$ cat src/rtl/alu_seq.sv
// Handshaked signed ALU: single-cycle logic/arith ops, iterative divide/modulo/power.
// Latency: 1 cycle for single-cycle ops, WIDTH+1 cycles for ops 3-6 (not data dependent).
// Backpressure: result held in HOLD until out_ready; a new command is taken on the consuming edge.
module alu_seq #(
    parameter int WIDTH = 32
) (
    input  logic             clk,
    input  logic             rst_n,
    input  logic [WIDTH-1:0] signal_A,
    input  logic [WIDTH-1:0] signal_B,
    input  logic [3:0]       signal_S_op_select,
    input  logic             signal_in_valid,
    output logic             signal_in_ready,
    output logic [WIDTH-1:0] signal_Y,
    output logic             signal_Z,
    output logic             signal_N,
    output logic             signal_E,
    output logic             signal_out_valid,
    input  logic             signal_out_ready
);

    localparam logic [1:0] IDLE = 2'd0;
    localparam logic [1:0] ITER = 2'd1;
    localparam logic [1:0] HOLD = 2'd2;

    localparam int               CW       = $clog2(WIDTH + 1);
    localparam logic [WIDTH-1:0] WVAL     = WIDTH'(WIDTH);
    localparam logic [WIDTH-1:0] ONE      = WIDTH'(1);
    localparam logic [CW-1:0]    CNT_INIT = CW'(WIDTH);

    logic [1:0]       state;
    logic [CW-1:0]    cnt;
    logic [3:0]       op_q;
    logic [WIDTH-1:0] a_q, b_q;
    logic [WIDTH-1:0] dvs, rem, quo;
    logic [WIDTH-1:0] acc, base, expn;
    logic [WIDTH-1:0] y_q;
    logic             z_q, n_q, e_q, ov_q;

    logic             accept, is_iter, shift_ok;
    logic [WIDTH-1:0] sc_y, abs_a, abs_b;
    logic [WIDTH:0]   trial;
    logic [WIDTH-1:0] rem_nx, quo_nx, acc_nx;
    logic [WIDTH-1:0] quo_s, rem_s, mod_s, pow_y, fin_y;
    logic             fin_e, sa, sb;

    assign signal_in_ready  = (state == IDLE) || (state == HOLD && signal_out_ready);
    assign accept           = signal_in_valid && signal_in_ready;
    assign is_iter          = (signal_S_op_select >= 4'd3) && (signal_S_op_select <= 4'd6);
    assign abs_a            = signal_A[WIDTH-1] ? -signal_A : signal_A;
    assign abs_b            = signal_B[WIDTH-1] ? -signal_B : signal_B;
    assign shift_ok         = !signal_B[WIDTH-1] && (signal_B < WVAL);

    assign signal_Y         = y_q;
    assign signal_Z         = z_q;
    assign signal_N         = n_q;
    assign signal_E         = e_q;
    assign signal_out_valid = ov_q;

    always_comb begin
        sc_y = '0;
        case (signal_S_op_select)
            4'd0:    sc_y = signal_A + signal_B;
            4'd1:    sc_y = signal_A - signal_B;
            4'd2:    sc_y = signal_A * signal_B;
            4'd7:    sc_y = -signal_A;
            4'd8:    sc_y = signal_A | signal_B;
            4'd9:    sc_y = signal_A & signal_B;
            4'd10:   sc_y = signal_A ^ signal_B;
            4'd11:   sc_y = {{(WIDTH-1){1'b0}}, ($signed(signal_A) > $signed(signal_B))};
            4'd12:   sc_y = {{(WIDTH-1){1'b0}}, (signal_A == signal_B)};
            4'd13:   sc_y = shift_ok ? (signal_A << signal_B) : '0;
            4'd14:   sc_y = shift_ok ? (signal_A >> signal_B) : '0;
            4'd15:   sc_y = signal_A;
            default: sc_y = '0;
        endcase
    end

    // One restoring-division step and one square-and-multiply step per ITER cycle.
    always_comb begin
        trial = {rem, quo[WIDTH-1]} - {1'b0, dvs};
        if (!trial[WIDTH]) begin
            rem_nx = trial[WIDTH-1:0];
            quo_nx = {quo[WIDTH-2:0], 1'b1};
        end else begin
            rem_nx = {rem[WIDTH-2:0], quo[WIDTH-1]};
            quo_nx = {quo[WIDTH-2:0], 1'b0};
        end
        acc_nx = expn[0] ? acc * base : acc;
    end

    // Sign correction is folded into the last iteration so ITER lasts exactly WIDTH cycles.
    always_comb begin
        sa    = a_q[WIDTH-1];
        sb    = b_q[WIDTH-1];
        quo_s = (sa ^ sb) ? -quo_nx : quo_nx;
        rem_s = sa ? -rem_nx : rem_nx;
        mod_s = (rem_nx != '0 && sa != sb) ? rem_s + b_q : rem_s;
        if (!sb) begin
            pow_y = acc_nx;
        end else if (a_q == ONE) begin
            pow_y = ONE;
        end else if (a_q == '1) begin
            pow_y = b_q[0] ? '1 : ONE;
        end else begin
            pow_y = '0;
        end
        fin_y = '0;
        fin_e = 1'b0;
        case (op_q)
            4'd3, 4'd4, 4'd5: begin
                if (b_q == '0) begin
                    fin_e = 1'b1;
                end else if (op_q == 4'd3) begin
                    fin_y = quo_s;
                end else if (op_q == 4'd4) begin
                    fin_y = rem_s;
                end else begin
                    fin_y = mod_s;
                end
            end
            default: fin_y = pow_y;
        endcase
    end

    always_ff @(posedge clk or negedge rst_n) begin
        if (!rst_n) begin
            state <= IDLE;
            cnt   <= '0;
            op_q  <= '0;
            a_q   <= '0;
            b_q   <= '0;
            dvs   <= '0;
            rem   <= '0;
            quo   <= '0;
            acc   <= '0;
            base  <= '0;
            expn  <= '0;
            y_q   <= '0;
            z_q   <= 1'b0;
            n_q   <= 1'b0;
            e_q   <= 1'b0;
            ov_q  <= 1'b0;
        end else begin
            case (state)
                IDLE, HOLD: begin
                    if (state == HOLD && signal_out_ready) begin
                        ov_q  <= 1'b0;
                        state <= IDLE;
                    end
                    if (accept) begin
                        op_q <= signal_S_op_select;
                        a_q  <= signal_A;
                        b_q  <= signal_B;
                        if (is_iter) begin
                            dvs   <= abs_b;
                            quo   <= abs_a;
                            rem   <= '0;
                            acc   <= ONE;
                            base  <= signal_A;
                            expn  <= signal_B;
                            cnt   <= CNT_INIT;
                            state <= ITER;
                        end else begin
                            y_q   <= sc_y;
                            z_q   <= (sc_y == '0);
                            n_q   <= sc_y[WIDTH-1];
                            e_q   <= 1'b0;
                            ov_q  <= 1'b1;
                            state <= HOLD;
                        end
                    end
                end
                ITER: begin
                    rem  <= rem_nx;
                    quo  <= quo_nx;
                    acc  <= acc_nx;
                    base <= base * base;
                    expn <= expn >> 1;
                    if (cnt == CW'(1)) begin
                        y_q   <= fin_y;
                        z_q   <= (fin_y == '0);
                        n_q   <= fin_y[WIDTH-1];
                        e_q   <= fin_e;
                        ov_q  <= 1'b1;
                        state <= HOLD;
                    end else begin
                        cnt <= cnt - CW'(1);
                    end
                end
                default: state <= IDLE;
            endcase
        end
    end

endmodule

$ cat config.mk
export PLATFORM = sky130hd
export DESIGN_NAME = alu_seq
export DESIGN_NICKNAME = d
export VERILOG_FILES = /design/src/rtl/alu_seq.sv
export SDC_FILE = /design/constraint.sdc
export NUM_CORES = 2
export LEC_CHECK = 0
export CORE_MARGIN = 1.5
export CORE_UTILIZATION = 50
export DETAILED_ROUTE_END_ITERATION = 7
export GPL_TIMING_DRIVEN = 1
export PLACE_DENSITY = 0.73
export RECOVER_POWER = 25
export REMOVE_ABC_BUFFERS = 1
export SYNTH_ARGS = -nofsm -noshare
export SYNTH_HDL_FRONTEND = slang
export SYNTH_SLANG_ARGS = --single-unit
$ cat constraint.sdc
create_clock -name clk -period 23.5 [get_ports clk]
set_input_delay 4.7 -clock clk [delete_from_list [all_inputs] [get_ports clk]]
set_output_delay 4.7 -clock clk [all_outputs]
set_load 0.05 [all_outputs]
==> results.json <==
{
  "outcome": "finished with violations",
  "violations": "capacitance limit, slew limit",
  "ctsHoldBuffers": 0,
  "cts_made_buffers": 38,
  "cp_slowest_cell": "clkinv_1",
  "cts.sinks": 303,
  "synthArstFlopShare_pct": 100.0,
  "post_cts_buffers": 0,
  "ys_ff_latch": 303,
  "max-clock-path-buffers": 3,
  "synth-seq-area-share_pct": 10.24,
  "grt_max_degree": 176,
  "clock_latency_ns": 0.62,
  "initial_core_util_pct": 50.23,
  "top_usage_layer": "met2",
  "max-cap-violations": 4,
  "use_met3_pct": 9.808,
  "cts_resized": 0,
  "overflow": 0,
  "cp_common_cell": "fa_1",
  "htree_levels": 2,
  "critical_path_class": "input port to flip-flop",
  "postSynthCellCount": 9020,
  "synth_top_area_cell": "fa_1",
  "worst-path-max-fanout": 21,
  "grt_pass1_vias": 68596,
  "die_w_um": 387.9,
  "io_pins": 109,
  "synth.area.top_cells": "fa_1 32%, dfrtp_1 10%, ha_1 9.1%, inv_1 7.5%, nand2_1 6.1%",
  "final.setup.tns_ns": 0,
  "finalClockSkew_ns": 0.05184,
  "critPathRequiredTime_ns": 23.93,
  "wl_per_cell_um": 28.45,
  "antenna_found_initial": 19,
  "area_growth_pct": 5.672,
  "cp-start-kind": "input port",
  "grtUsageMet2_pct": 63.16,
  "hpwl_um": 234700,
  "grt_usage_pct": 40.83,
  "routed_via_density": 6.218,
  "cts_tree": "done",
  "hp-class": "flip-flop to flip-flop",
  "synth_edf_count": 0,
  "die-area_um2": 150500,
  "setup_viol": 0,
  "critPathTopFamily": "adder cells",
  "worstSetupEndpointType": "flip-flop",
  "worstPathArrival_ns": 14.39,
  "fmax_ghz": 0.07165,
  "crit_buf_inv": 7,
  "drcViolationCount": 0,
  "core-area_um2": 147500,
  "slew_violations": 243,
  "rsz0062_at_grt": "false",
  "routed_wl_um": 306300,
  "ant_nets": 0,
  "ys_warn_count": 0,
  "maxSlewHeadroom_pct": -373.2,
  "yosys.cell_count.top_type": "inv_1",
  "syn_area_um2": 74080,
  "synth_top_area_share_pct": 32.08,
  "period_share_pct": 59.39,
  "met1_usage_pct": 50.84,
  "grt_pass1_wl_um": 453400,
  "finalHoldViolCount": 0,
  "via_count": 66930,
  "row_count": 141,
  "post-route-min-period_ns": 13.96,
  "slowest_delay_ns": 0.82,
  "dieHeight_um": 387.9,
  "portBuffers": 108,
  "synth.distinct_cells": 98,
  "gp_congestion": 1.079,
  "cts_root_buffer": "clkbuf_16",
  "drive_gt1_share_pct": 4.532,
  "first_iter_violations": 7420,
  "clkTransAtPathRegs_ns": 0.06,
  "dr.pass1.iters": 7,
  "ys.flop_type": "dfrtp_1",
  "nFillCells": 13810,
  "synthTopCellsByCount": "1477 x inv_1, 1211 x nand2_1, 1187 x fa_1",
  "tightest_slew_ns": 7.098,
  "nets": 10595,
  "syn_avg_cell_area_um2": 8.212
}
stage by stage:
stage	cell area [um2]	instances	hold slack [ns]	setup WS (ns)	utilization (%)
finish	78280	10764	0.4826	9.544	53.07
global route	78260	10756	0.5152	9.038	53.06
floorplan	71970	8468	0.4498	9.607	-
detailed placement	76910	10686	0.4719	9.137	52.14
CTS	78240	10755	0.4852	9.750	53.05
global placement	76900	10685	0.4580	9.226	52.14
placed cells by master (no fill, tap or decap), types with 100 or more instances in the layout:
cell type and instances:
clkdlybuf4s50_1 100, dfrtp_1 296, xnor2_1 329, o21ai_0 418, ha_1 539, nand3_1 116, and2_1 350, fa_1 1187
inv_1 1476, nor3_1 105, mux2i_1 112, a21oi_1 334, nand2_1 1208, nor2_1 741, buf_4 178
kinds of logic (layout without fill, tap and decap cells):
group	Yosys count	count (layout)	synth area share [%]
xor+xnor	424	424	5.013
simple gates	2863	2863	17.43
compound gates	1464	1464	12.63
fa+ha+maj	1726	1726	41.18
mux	178	178	3.013
buf+inv	2062	1868	10.50
flops	303	303	10.24
other cells	0	8	0
tightest hold or removal path, cell delays in order (launching register included):
cell	delay, ns
dfrtp_1	0.34
nand2_1	0.04
o21ai_0	0.06
worst paths after layout:
check	start	endpoint	slack [ns]	cells after the start
setup reg to reg	quo[31]	signal_Z	12.56	37
hold reg to reg	dvs[27]	dvs[27]	0.48	2
max in group asynchronous	rst_n	base[1]	10.49	2
hold / removal	dvs[27]	dvs[27]	0.48	2
setup / recovery	signal_A[12]	signal_Z	9.54	29
min in group asynchronous	rst_n	rem[8]	6.77	1
layout make-up:
cell class                 count  area [um2]  area share (%)
clock inverter                21       266.5          0.3405
timing repair buffer         289        2406           3.074
inverter                    1510        5668           7.241
antenna                        8       20.02         0.02557
multi-input combinational   6655       58840           75.17
clock buffer                  48        1070           1.367
tap                         1930        2415           3.085
sequential                   303        7591           9.698
layer usage:
| layer | wire length, um | share of wire [%] | vias up |
|---|---|---|---|
| li1 | - | - | 28322 |
| met1 | 112800 | 37 | 33436 |
| met2 | 135300 | 44 | 4040 |
| met3 | 32790 | 11 | 1120 |
| met4 | 25340 | 8.3 | 12 |
| met5 | 71 | 0.023 | - |
registers in the layout (all words and copies together) (netlist names):
| signal | flops |
|---|---|
| acc | 32 |
| expn | 32 |
| signal_E | 1 |
| rem | 32 |
| signal_Y | 32 |
| cnt | 6 |
| op_q | 4 |
| quo | 32 |
| signal_Z | 1 |
| base | 32 |
| signal_out_valid | 1 |
| b_q | 32 |
| a_q | 32 |
| state | 2 |
| dvs | 32 |
Power is not shown: default switching activity piles up to over one toggle a cycle in this logic, so the estimate is an artifact.
